**src/rtl/draw_player_pkg.sv**
```systemverilog
// Shared types and helpers for the player overlay stage.
package draw_player_pkg;

  localparam int unsigned COORD_W      = 11;
  localparam int unsigned RGB_W        = 12;
  localparam int unsigned VEL_W        = 8;
  localparam int unsigned VGA_BUS_SIZE = 2 * COORD_W + 2 + RGB_W;

  // Pixel bus payload, MSB first: hcount, vcount, hsync, vsync, rgb.
  typedef struct packed {
    logic [COORD_W-1:0] hcount;
    logic [COORD_W-1:0] vcount;
    logic               hsync;
    logic               vsync;
    logic [RGB_W-1:0]   rgb;
  } vga_bus_t;

  typedef enum logic [1:0] {
    ST_GROUND = 2'd0,
    ST_RISE   = 2'd1,
    ST_FALL   = 2'd2
  } player_state_e;

  // Half-open span test lo <= val < lo+len, widened by one bit so the top edge never wraps.
  function automatic logic in_span(input logic [COORD_W-1:0] val,
                                   input logic [COORD_W:0]   lo,
                                   input logic [COORD_W:0]   len);
    logic [COORD_W:0] v;
    v = {1'b0, val};
    return (v >= lo) && (v < (lo + len));
  endfunction

endpackage

```
**src/rtl/draw_player_physics.sv**
```systemverilog
// Per-frame jump state machine: vertical position and velocity under gravity.
module draw_player_physics
  import draw_player_pkg::*;
#(
  parameter int unsigned GROUND_Y = 500,
  parameter int unsigned JUMP_V   = 16,
  parameter int unsigned GRAVITY  = 1,
  parameter int unsigned MAX_FALL = 16
) (
  input  logic               clk,
  input  logic               rst,
  input  logic               enable,
  input  logic               tick,
  input  logic               jump,
  output logic [COORD_W-1:0] player_y,
  output logic               landed,
  output player_state_e      state
);

  localparam logic signed [VEL_W-1:0]   GRAV_S   = VEL_W'(GRAVITY);
  localparam logic signed [VEL_W-1:0]   FALL_CAP = VEL_W'(0) - VEL_W'(MAX_FALL);
  localparam logic signed [VEL_W-1:0]   LAUNCH_V = VEL_W'(JUMP_V - GRAVITY);
  localparam logic        [COORD_W-1:0] GROUND   = COORD_W'(GROUND_Y);
  localparam logic        [COORD_W-1:0] LAUNCH_Y = COORD_W'(GROUND_Y - JUMP_V);
  localparam logic signed [COORD_W:0]   GROUND_S = (COORD_W + 1)'(GROUND_Y);

  player_state_e           state_q, state_nxt;
  logic [COORD_W-1:0]      y_q, y_nxt;
  logic signed [VEL_W-1:0] vel_q, vel_nxt;
  logic                    pend_q, pend_nxt;
  logic                    landed_q, landed_nxt;
  logic signed [COORD_W:0] y_step;
  logic signed [VEL_W-1:0] vel_dec;

  // Candidate position one velocity step on, and the gravity-decayed velocity.
  assign y_step  = $signed({1'b0, y_q}) - $signed({{(COORD_W + 1 - VEL_W){vel_q[VEL_W-1]}}, vel_q});
  assign vel_dec = vel_q - GRAV_S;

  // Next-state logic; motion only advances on the frame tick so a frame never tears.
  always_comb begin
    state_nxt  = state_q;
    y_nxt      = y_q;
    vel_nxt    = vel_q;
    pend_nxt   = pend_q | (jump && (state_q == ST_GROUND));
    landed_nxt = 1'b0;
    if (!enable) begin
      state_nxt = ST_GROUND;
      y_nxt     = GROUND;
      vel_nxt   = '0;
      pend_nxt  = 1'b0;
    end else if (tick) begin
      case (state_q)
        ST_GROUND: begin
          if (pend_q) begin
            state_nxt = ST_RISE;
            vel_nxt   = LAUNCH_V;
            y_nxt     = LAUNCH_Y;
          end
        end
        ST_RISE: begin
          if (y_step < 12'sd0) begin
            y_nxt     = '0;
            vel_nxt   = '0;
            state_nxt = ST_FALL;
          end else begin
            y_nxt   = y_step[COORD_W-1:0];
            vel_nxt = vel_dec;
            if (vel_dec <= 8'sd0) state_nxt = ST_FALL;
          end
        end
        ST_FALL: begin
          if (y_step >= GROUND_S) begin
            y_nxt      = GROUND;
            vel_nxt    = '0;
            landed_nxt = 1'b1;
            state_nxt  = ST_GROUND;
          end else begin
            y_nxt   = y_step[COORD_W-1:0];
            vel_nxt = (vel_dec < FALL_CAP) ? FALL_CAP : vel_dec;
          end
        end
        default: begin
          state_nxt = ST_GROUND;
          y_nxt     = GROUND;
          vel_nxt   = '0;
        end
      endcase
      // A request arriving on the tick itself is kept for the following tick.
      pend_nxt = jump && (state_q == ST_GROUND) && (state_nxt == ST_GROUND);
    end
  end

  // State register.
  always_ff @(posedge clk) begin
    if (rst) begin
      state_q  <= ST_GROUND;
      y_q      <= GROUND;
      vel_q    <= '0;
      pend_q   <= 1'b0;
      landed_q <= 1'b0;
    end else begin
      state_q  <= state_nxt;
      y_q      <= y_nxt;
      vel_q    <= vel_nxt;
      pend_q   <= pend_nxt;
      landed_q <= landed_nxt;
    end
  end

  assign player_y = y_q;
  assign landed   = landed_q;
  assign state    = state_q;

endmodule

```
**src/rtl/draw_player.sv**
```systemverilog
// Pixel pipeline stage that paints the player rectangle and runs its jump physics.
module draw_player
  import draw_player_pkg::*;
#(
  parameter int unsigned      XPOS     = 100,
  parameter int unsigned      WIDTH    = 32,
  parameter int unsigned      HEIGHT   = 32,
  parameter int unsigned      GROUND_Y = 500,
  parameter int unsigned      JUMP_V   = 16,
  parameter int unsigned      GRAVITY  = 1,
  parameter int unsigned      MAX_FALL = 16,
  parameter logic [RGB_W-1:0] COLOR    = 12'hF80
) (
  input  logic                    clk,
  input  logic                    rst,
  input  logic                    module_en,
  input  logic                    jump,
  input  logic [VGA_BUS_SIZE-1:0] vga_bus_in,
  output logic [VGA_BUS_SIZE-1:0] vga_bus_out,
  output logic [COORD_W-1:0]      player_y,
  output logic                    landed
);

  vga_bus_t      bus_in, bus_q;
  logic          vsync_d;
  logic          frame_tick;
  logic          draw;
  player_state_e phys_state;

  assign bus_in      = vga_bus_in;
  assign vga_bus_out = bus_q;
  assign frame_tick  = bus_in.vsync && !vsync_d;

  assign draw = module_en
             && in_span(bus_in.hcount, (COORD_W + 1)'(XPOS), (COORD_W + 1)'(WIDTH))
             && in_span(bus_in.vcount, {1'b0, player_y}, (COORD_W + 1)'(HEIGHT));

  draw_player_physics #(
    .GROUND_Y (GROUND_Y),
    .JUMP_V   (JUMP_V),
    .GRAVITY  (GRAVITY),
    .MAX_FALL (MAX_FALL)
  ) u_physics (
    .clk      (clk),
    .rst      (rst),
    .enable   (module_en),
    .tick     (frame_tick),
    .jump     (jump),
    .player_y (player_y),
    .landed   (landed),
    .state    (phys_state)
  );

  // One-cycle bus register with the sprite colour substituted inside the rectangle.
  always_ff @(posedge clk) begin
    if (rst) begin
      bus_q   <= '0;
      vsync_d <= 1'b0;
    end else begin
      bus_q.hcount <= bus_in.hcount;
      bus_q.vcount <= bus_in.vcount;
      bus_q.hsync  <= bus_in.hsync;
      bus_q.vsync  <= bus_in.vsync;
      bus_q.rgb    <= draw ? COLOR : bus_in.rgb;
      vsync_d      <= bus_in.vsync;
    end
  end

endmodule

```
**config.mk**
```make
export PLATFORM = sky130hd
export DESIGN_NAME = draw_player
export DESIGN_NICKNAME = d
export VERILOG_FILES = /design/src/rtl/draw_player_pkg.sv /design/src/rtl/draw_player_physics.sv /design/src/rtl/draw_player.sv
export SDC_FILE = /design/constraint.sdc
export NUM_CORES = 1
export LEC_CHECK = 0
export BUFFER_PORTS_ARGS = -buffer_cell sky130_fd_sc_hd__buf_4
export CAP_MARGIN = 20
export CELL_PAD_IN_SITES_DETAIL_PLACEMENT = 1
export CELL_PAD_IN_SITES_GLOBAL_PLACEMENT = 1
export CORE_UTILIZATION = 36
export CTS_BUF_LIST = sky130_fd_sc_hd__clkbuf_16
export CTS_CLUSTER_DIAMETER = 100
export CTS_CLUSTER_SIZE = 20
export DETAILED_ROUTE_END_ITERATION = 10
export PLACE_DENSITY_LB_ADDON = 0.1
export REMOVE_ABC_BUFFERS = 1
export SYNTH_ARGS = -nofsm -noshare
export SYNTH_HDL_FRONTEND = slang
export SYNTH_SLANG_ARGS = --single-unit
```
**constraint.sdc**
```tcl
create_clock -name clk -period 3.01 [get_ports clk]
set_clock_uncertainty 0.1 [all_clocks]
set_input_delay 0.1505 -clock clk [delete_from_list [all_inputs] [get_ports clk]]
set_output_delay 0.1505 -clock clk [all_outputs]
set_load 0.005 [all_outputs]
```
---- After elaboration in Yosys (flattened, before gate mapping) ----
Index checks and enable logic that the tools add are counted.
operators by class
  reduce and logical (&&, ||, !) cells .... 14
  bitwise gates (word level) .............. 4
  shift-type cells ........................ 0
  add/subtract/negate cells ............... 3
  multipliers ............................. 0
  mux-type cells .......................... 19
  order comparisons ....................... 8
  equality and inequality tests ........... 3
  divide/modulo/power cells ............... 0
operators by type and width
  kind                                                         count
  2-to-1 mux 11 bit                                            3
  case mux 11 bit (3 select lines)                             1
  2-to-1 mux 8 bit                                             4
  case mux 8 bit (3 select lines)                              1
  adder 11 x 6 -> 12 bit, second input constant                1
  >= comparator 12 x 10 -> 1 bit, second input constant        1
  less-than comparator 11 x 12 -> 1 bit                        1
  less-than comparator 12 x 1 -> 1 bit, second input constant  1
  2-to-1 mux 12 bit                                            1
  2-to-1 mux 2 bit                                             6
  subtractor 12 x 8 -> 12 bit                                  1
  >= comparator 11 bit                                         1
  >= comparator 11 x 7 -> 1 bit, second input constant         1
  less-than comparator 11 x 8 -> 1 bit, second input constant  1
  <= comparator 8 x 1 -> 1 bit, second input constant          1
  less-than comparator 8 x 5 -> 1 bit, second input constant   1
  subtractor 8 x 2 -> 8 bit, second input constant             1
  logical AND 1 bit                                            7
  case mux 2 bit (3 select lines)                              1
  zero test 2 bit                                              2
  OR reduction 2 bit                                           2
  OR reduction 4 bit                                           1
  inverter 1 bit                                               3
  == test 2 x 1 -> 1 bit, second input constant                1
  6 further kinds                                              7
storage, ports and cells
  RAM bits ................................ 0
  bits in latches ......................... 0
  memories ................................ 0
  logic and storage cells ................. 62
  register bits after elaboration ......... 59
  input port bits ......................... 40
  bits in read-only memories .............. 0

---- Logic depth before layout (Yosys ltp) ----
Gate-level depths: netlist of run 1.
  depth in word-level cells ............... 10
  depth in mapped cells ................... 13
  mapped depth without buffers ............ 12

---- Hierarchy ----
From an unflattened synthesis of run 1, not the netlist that was laid out.
second synthesis, totals
  cell total of the unflattened synthesis .. 411
  area, all modules ....................... 3495.9 um^2
modules (own cells, without submodules)
  module               sequential area each (um^2)  area an instance (um^2)  times used  cells each
  draw_player_physics  460.4                        1876.8                   1           246
  draw_player          720.7                        1619.1                   1           165

---- Worst setup path before layout of run 1 ----
No wires, ideal clock.
  path type ............................... flip-flop to flip-flop
  start ................................... reg u_physics.vel_q[7]
  end ..................................... reg u_physics.y_q[2] (netlist: u_physics.player_y[2])
  buffers on the path ..................... 1
  data required time ...................... 2.788 ns
  arrival ................................. 2.826 ns
  setup time .............................. 0.122 ns
  setup slack ............................. -0.038 ns
  stages on the path, launching flop included .. 12
  cell sequence ........................... dfxtp_1 clkbuf_1 inv_1 ha_1 a21o_1 a211oi_1 mux2_2 o311ai_1 nand3_2 o21ai_4 nor2_1 o32a_1
on the way
  word-level cells in the longest chain between the ends .. 4
RTL lines
  item                                                                                    RTL line                                              source
  start, declared                                                                         draw_player_physics.sv:29                             logic signed [VEL_W-1:0] vel_q, vel_nxt;
  start signal, assigned                                                                  draw_player_physics.sv:104                            vel_q <= vel_nxt;
  subtractor 12 x 8 -> 12 bit *                                                           draw_player_physics.sv:36                             assign y_step = $signed({1'b0, y_q}) - $signed({{(COORD_W + 1 - VEL_W){vel_q[VEL_W-1]}}, vel_q});
  >= comparator 12 x 10 -> 1 bit or less-than comparator 12 x 1 -> 1 bit (tied branches)  draw_player_physics.sv:72, draw_player_physics.sv:61
  2-to-1 mux 11 bit, on equally long branches                                             draw_player_physics.sv:72, draw_player_physics.sv:61
  case mux 11 bit (3 select lines) *                                                      draw_player_physics.sv:52                             case (state_q)
  end signal, assigned                                                                    draw_player_physics.sv:103                            y_q <= y_nxt;
  end, declared                                                                           draw_player_physics.sv:28                             logic [COORD_W-1:0] y_q, y_nxt;
Every way passes the cells marked *; elsewhere a longest branch is shown, timed or not.
A chain may end at the register's enable or synchronous reset.

---- Final worst setup path of run 1 ----
  start ................................... reg u_physics.y_q[0] (netlist: u_physics.player_y[0])
  end ..................................... reg u_physics.vel_q[7]
on the way
  word-level cells in the longest chain between the ends .. 4
RTL lines
  item                                                                                    RTL line
  subtractor 12 x 8 -> 12 bit *                                                           draw_player_physics.sv:36
  >= comparator 12 x 10 -> 1 bit or less-than comparator 12 x 1 -> 1 bit (tied branches)  draw_player_physics.sv:72, draw_player_physics.sv:61
  2-to-1 mux 8 bit, on equally long branches                                              draw_player_physics.sv:72, draw_player_physics.sv:61
  case mux 8 bit (3 select lines) *                                                       draw_player_physics.sv:52
Marked as above.

==> results of run 1 <==
## metrics by stage
step                      total power [mW]  cells  setup WS, ns  cell area (um^2)
after floorplan                      0.980    427        0.0763              3690
after global placement                1.13    696       -0.0868              4860
after detailed placement              1.14    696        -0.147              4860
after CTS                             2.12    749       -0.0249              5530
after global routing                  2.22    757       -0.0344              5780
final                                 2.14    757        0.0983              5780
## critical path, delay by kind of cell, from the launching register on
family | cells | cell delay, ns
AOI/OAI and AO/OA | 5 | 0.98
adders and majority gates | 2 | 0.54
buffers and inverters | 3 | 0.31
DFF | 1 | 0.32
and+or+nand+nor | 3 | 0.53
## routing by layer
layer,up-vias,GRT usage
met3,17,0.0443
li1,1963,-
met5,-,0
met1,1962,0.300
met2,111,0.473
met4,0,0.0614
## cell type report
type                            instances  area, um^2
Fill cell                            1203        4500
Clock inverter                          7        45.0
Sequential cell                        59        1190
Inverter                               33         124
Tap cell                              136         170
Clock buffer                            9         225
Multi-Input combinational cell        335        2590
Timing Repair Buffer                  178        1430
## registers in the layout, indices dropped and copies added (netlist names)
register,cells
vga_bus_out,35
u_physics.vel_q,8
u_physics.state,2
vsync_d,1
u_physics.pend_q,1
u_physics.player_y,11
u_physics.landed,1
## cells in the mapped netlist, types with 6 or more instances
master,count
o21ai_0,17
nand2_1,24
nor2_1,34
inv_1,33
a21oi_1,35
nor3_1,6
clkbuf_1,10
nand2b_1,14
nand3_1,18
ha_1,31
nor2b_1,26
o22ai_1,8
a21o_1,7
xnor2_1,8
dfxtp_1,59
## worst max-delay path by stage
stage                             to  slack, ns  cells after the start
6_report          u_physics.vel_q[7]        0.1                     13
5_1_grt           u_physics.vel_q[7]      -0.03                     13
4_1_cts           u_physics.vel_q[1]      -0.02                     13
3_5_place_dp      u_physics.vel_q[1]      -0.15                     11
3_3_place_gp      u_physics.vel_q[1]      -0.09                     11
2_1_floorplan  u_physics.player_y[4]       0.08                     11
## logic make-up (layout without fill, tap and decap cells)
| kind of cell | count (synthesis) | after routing |
|---|---|---|
| AND/OR/NAND/NOR | 157 | 157 |
| AO/OA/AOI/OAI | 135 | 135 |
| flip-flops | 59 | 59 |
| buffers and inverters | 51 | 227 |
| adder cells (fa/ha/maj) | 32 | 32 |
| XOR/XNOR | 9 | 9 |
| multiplexers | 2 | 2 |
## placed cells by master, fill, tap and decap left out, types with 4 or more instances in the layout
master         Yosys  layout
nor3_1             6       5
o21ai_0           17      16
nor2b_1           26      26
dfxtp_2            0       4
inv_1             33      29
xnor2_1            8       8
and3_1             5       4
nand4_1            5       5
nand2b_1          14      14
dfxtp_1           59      54
o21ai_1            4       4
clkbuf_16          0       9
nand2_1           24      23
a21oi_1           35      32
o21a_1             4       4
dlygate4sd3_1      0      36
a21o_1             7       7
buf_4              3     142
o31ai_1            5       5
o211ai_1           4       4
nand3_1           18      15
nor4_1             4       4
nor2_1            34      34
ha_4               0       5
o22ai_1            8       8
ha_1              31      24
a31oi_1            4       4
inv_2              0       4
## repair_timing
action	4_1_cts	5_1_grt
gates resized for setup	7	41
buffers inserted	1	8
setup endpoints to repair	14	19
endpoints found under the hold margin	36	0
hold buffers	36	0
pin swaps	3	16
## report_power, final
| group | switching (mW) | internal (mW) |
|---|---|---|
| sequential | 0.0114 | 0.809 |
| clock | 0.398 | 0.552 |
| combinational | 0.171 | 0.199 |
==> impl_results.md, run 1 <==
- Pins over their slew limit: 0
- XOR/XNOR Fraction of Synth Area: 0.0208
- Top cells by area, synth: dfxtp_1 31%, ha_1 10%, a21oi_1 4.6%, nor2b_1 4.3%, nor2_1 3.4%
- Critical path type: reg -> reg
- FF-to-FF setup slack: 0.1 ns
- Crit path largest cell delay: 0.41 ns
- Total negative slack: 0 ns
- Fin util: 0.562
- LEAKAGE: 2.48 nW
- Final hold vios: 0
- WHS Path Cells: 4
- Routed wl met3: 586 um
- WL per Instance: 18.2 um
- Starting density of the core: 0.369
- Total gr overflow: 0
- Post-synthesis async set-or-reset flop share: 0
- Wl on met1: 5830 um
- Outcome: completed
- Number of synthesized register bits: 59
- Hold Crit Start: jump
- Total track usage: 0.254
- Die Wd: 105 um
- Warnings, synthesis: 0
- Max-Cap Viols: 0
- Rows: 37
- # port buffers: 87
- Synth Area in Simple Gates: 0.232
- Io pins: 88
- Hold Slack: 0.112 ns
- Total wire length: 13800 um
- Synth Cell Area: 3790 um^2
- Total number of vias: 4053
- Skew-Pair Late Insertion Delay: 0.33 ns
- Largest family of logic cells by synthesized area: compound AO/OA/AOI/OAI gates
- Seq/Total Area, Yosys: 0.311
- Peak Freq: 343 MHz
- RR Endpoint: u_physics.vel_q[7]
- Reg-to-Reg Start: u_physics.player_y[0]
- Tcrit/Tclk final: 0.967
- Pwr dens: 371 nW/um^2
- Fin nets: 688
- Mux cell area share after synthesis: 0.00561
- Setup crit start kind: flip-flop
- Critical Path RT: 3.10 ns
- CTS tree: built
- Area of the core: 10300 um^2
- Worst-margin pin slew: 0.744 ns
- Compound-cell area share of the yosys netlist: 0.264
- CP endpoint kind: flip-flop
- Die height: 105 um
- Crit Path Max Fanout: 6
- Drt pass-1 iters: 6
- Top sig layer: met4
- Cell taking the most area after synthesis: dfxtp_1
- Met2 wire length: 7180 um
- RePlAce Congestion: 0.852
- DP HPWL: 9740 um
- Crit. Startpoint: u_physics.player_y[0]
- Slowest CP cell: fa_2
- Post-route ant nets: 0
- Post-synth EDFFs: 0
- Worst hold endpoint: u_physics.pend_q
- Cell depth of the worst flop-to-flop path: 13
- Vias/cell: 5.35
- CTS buffer count: 9
- Count of final setup violators: 0
- P&R area growth vs syn: 52.2%
- Clk buf depth: 2
- Hold/Removal Path Class: in -> reg
- Mean Syn Cell Area: 8.53 um^2
- Count of cell types in the netlist: 78
- Yosys top cell area share: 0.311
- Clock transition at path regs: 0.06 ns
- Antenna cells: 0
- Layout cells sized above 1: 0.351
- Synth Instances: 445
- Largest net degree at the start of global routing: 40
- Worst-path cell chain: inv_2, ha_4, inv_2, fa_2, a21o_4, a22o_1, a21oi_2, nand4_1, nor4_4, buf_4, o221ai_4, a22oi_1, nor2_1
- Most used cell, CP: inv_2
- Initial DRC count: 182
- Post-Synth Adder-Cell Area: 0.108
- Primary FF master, synth: dfxtp_1
- Vias in the first global route: 4245
- Total clock sinks: 59
- Initial antenna violation count: 0
- CP arrival: 3.00 ns
- Worst vdd ir: 261 uV
- Die area: 11000 um^2
- CTS H-tree lvls: 3
- Root buf cell: clkbuf_16
- Min Tclk post-route: 2.91 ns
- Slew margin rel.: 0.504
- Residual DRC count: 0
- RSZ-0062 raised after global routing: true
- Global-route wire length before repair: 22000 um
(Power assumes the default switching activity.)
==> run 2: changes to the inputs <==
Settings changed: CORE_UTILIZATION 36 to 40.
Clock period 3.01 ns to 2.8 ns, I/O delays scaled along.
==> run 2 against run 1 <==
  * The run now ends with hold timing, setup timing left
  * Wire length increased by 26%
  * Cell area rose by 4.2%
  * Register-to-register slack worse by 0.25 ns
  * Global-route usage up 6.2 points
  * Critical path type unchanged
  * Highest routed layer unchanged
==> impl_results.md, run 2 (synthesis results as in run 1) <==
- Worst vdd ir: 360 uV
- Drt pass-1 iters: 5
- Die area: 9880 um^2
- Post-route ant nets: 0
- Pins over their slew limit: 0
- Area of the core: 9200 um^2
- Skew-Pair Late Insertion Delay: 0.33 ns
- Design Power: 2.56 mW
- Total gr overflow: 0
- Max-Cap Viols: 0
- Total number of vias: 4442
- LEAKAGE: 2.61 nW
- RSZ-0062 raised after global routing: true
- Clock transition at path regs: 0.07 ns
- Starting density of the core: 0.413
- Crit Path Max Fanout: 7
- Clk buf depth: 2
- Total wire length: 17400 um
- Sw power: 0.683 mW
- CTS tree: built
- CP endpoint kind: flip-flop
- Most common cell after layout, fill and taps aside: buf_4
- RePlAce Congestion: 0.863
- Most frequent cells in the layout: 158 x buf_4, 55 x dfxtp_1, 32 x nor2_1, 32 x dlygate4sd3_1
- DP HPWL: 9980 um
- Critical path type: reg -> reg
- Antenna cells: 0
- P&R area growth vs syn: 58.6%
- Sw Ratio: 0.267
- Fin nets: 704
- Combinational power share: 0.168
- Initial DRC count: 223
- Total track usage: 0.316
- Slew margin rel.: 0.416
- Fill cells: 1051
- Residual DRC count: 0
- Violated checks: hold timing, setup timing
- # port buffers: 87
- CP arrival: 3.06 ns
- Initial antenna violation count: 0
- Setup crit start kind: flip-flop
- Die height: 99.4 um
- Count of final setup violators: 18
- Clock Power Share: 0.486
- Post-route cell area: 6020 um^2
- Rows: 35
- Critical Path RT: 2.91 ns
- Placed Area: 4990 um^2
- CTS buffer count: 9
- WL per Instance: 23.2 um
- Hold/Removal Path Class: in -> reg
- Root buf cell: clkbuf_16
- Peak Freq: 339 MHz
- Hold Slack: -0.0193 ns
- Min Tclk post-route: 2.95 ns
- Pwr dens: 425 nW/um^2
- Io pins: 88
- Tcrit/Tclk final: 1.05
- Max FFs per register: 35
- Die Wd: 99.4 um
- CTS H-tree lvls: 3
- Worst-margin pin slew: 0.875 ns
- Outcome: finished, violations left
- Total clock sinks: 59
- Internal power: 1.88 mW
- Register share of total power: 0.346
- Final hold vios: 1
- DP Worst Slack: -0.224 ns
- Vias/cell: 5.94
- Layout cells sized above 1: 0.394
- Fin util: 0.654
- Setup WS post-layout: -0.148 ns
- Largest net degree at the start of global routing: 40
- Global-route wire length before repair: 24100 um
- Vias in the first global route: 4557
run 2: worst paths after layout:
check                           slack [ns]          startpoint  cells past startpoint                    end
worst max-delay path                 -0.15  u_physics.vel_q[5]                     12  u_physics.player_y[8]
worst min-delay path                 -0.02       vga_bus_in[2]                      3         vga_bus_out[2]
worst max register to register       -0.15  u_physics.vel_q[5]                     12  u_physics.player_y[8]
worst min register to register        0.42    u_physics.pend_q                      2       u_physics.pend_q
run 2: layer usage:
| metal | routed length (um) | global-route usage | part of all wire | up-vias |
|---|---|---|---|---|
| li1 | - | - | - | 1990 |
| met2 | 8920 | 0.579 | 0.51 | 201 |
| met3 | 936 | 0.0625 | 0.054 | 65 |
| met4 | 725 | 0.119 | 0.042 | 0 |
| met5 | 0 | 0 | 0 | - |
| met1 | 6800 | 0.362 | 0.39 | 2186 |
run 2: per-stage QoR:
stage	instances	hold slack (ns)	setup TNS (ns)
2_1_floorplan	427	0.107	-1.07
5_1_grt	748	-0.0239	-3.15
3_3_place_gp	693	0.248	-0.336
4_1_cts	744	0.00189	-0.394
6_report	748	-0.0193	-1.49
3_5_place_dp	693	0.258	-2.27
run 2: worst max-delay path, cell delays in order (launching register included):
cell	delay, ns
dfxtp_1	0.35
inv_1	0.11
ha_2	0.41
and3_1	0.20
a22oi_2	0.07
buf_4	0.15
buf_4	0.13
o311ai_2	0.26
buf_4	0.19
nand3_4	0.10
o21ai_4	0.28
nand2_1	0.12
a221o_1	0.33
run 2: timing repair:
action | 4_1_cts | 5_1_grt
cloned | 0 | 0
setup endpoints to repair | 22 | 30
pin swaps | 16 | 28
endpoints found under the hold margin | 32 | 0
hold buffers | 32 | 0
buffers inserted | 3 | 4
gates resized for setup | 36 | 31
run 2: layout make-up:
type	count	area, um^2	area share
flip-flops and latches	59	1190	0.197
clock inverters	7	100	0.0166
repair buffers	194	1550	0.258
well taps	111	139	0.0231
multi-input cells	335	2690	0.447
inverters	33	124	0.0206
clock buffers	9	225	0.0374
run 2: power groups by stage:
stage	Combinational [mW]	Clock (mW)	Sequential, mW
after floorplan	0.150	0	0.904
after global placement	0.317	0	0.898
after detailed placement	0.330	0	0.899
after CTS	0.385	1.23	0.882
after global routing	0.452	1.28	0.887
final	0.430	1.24	0.885
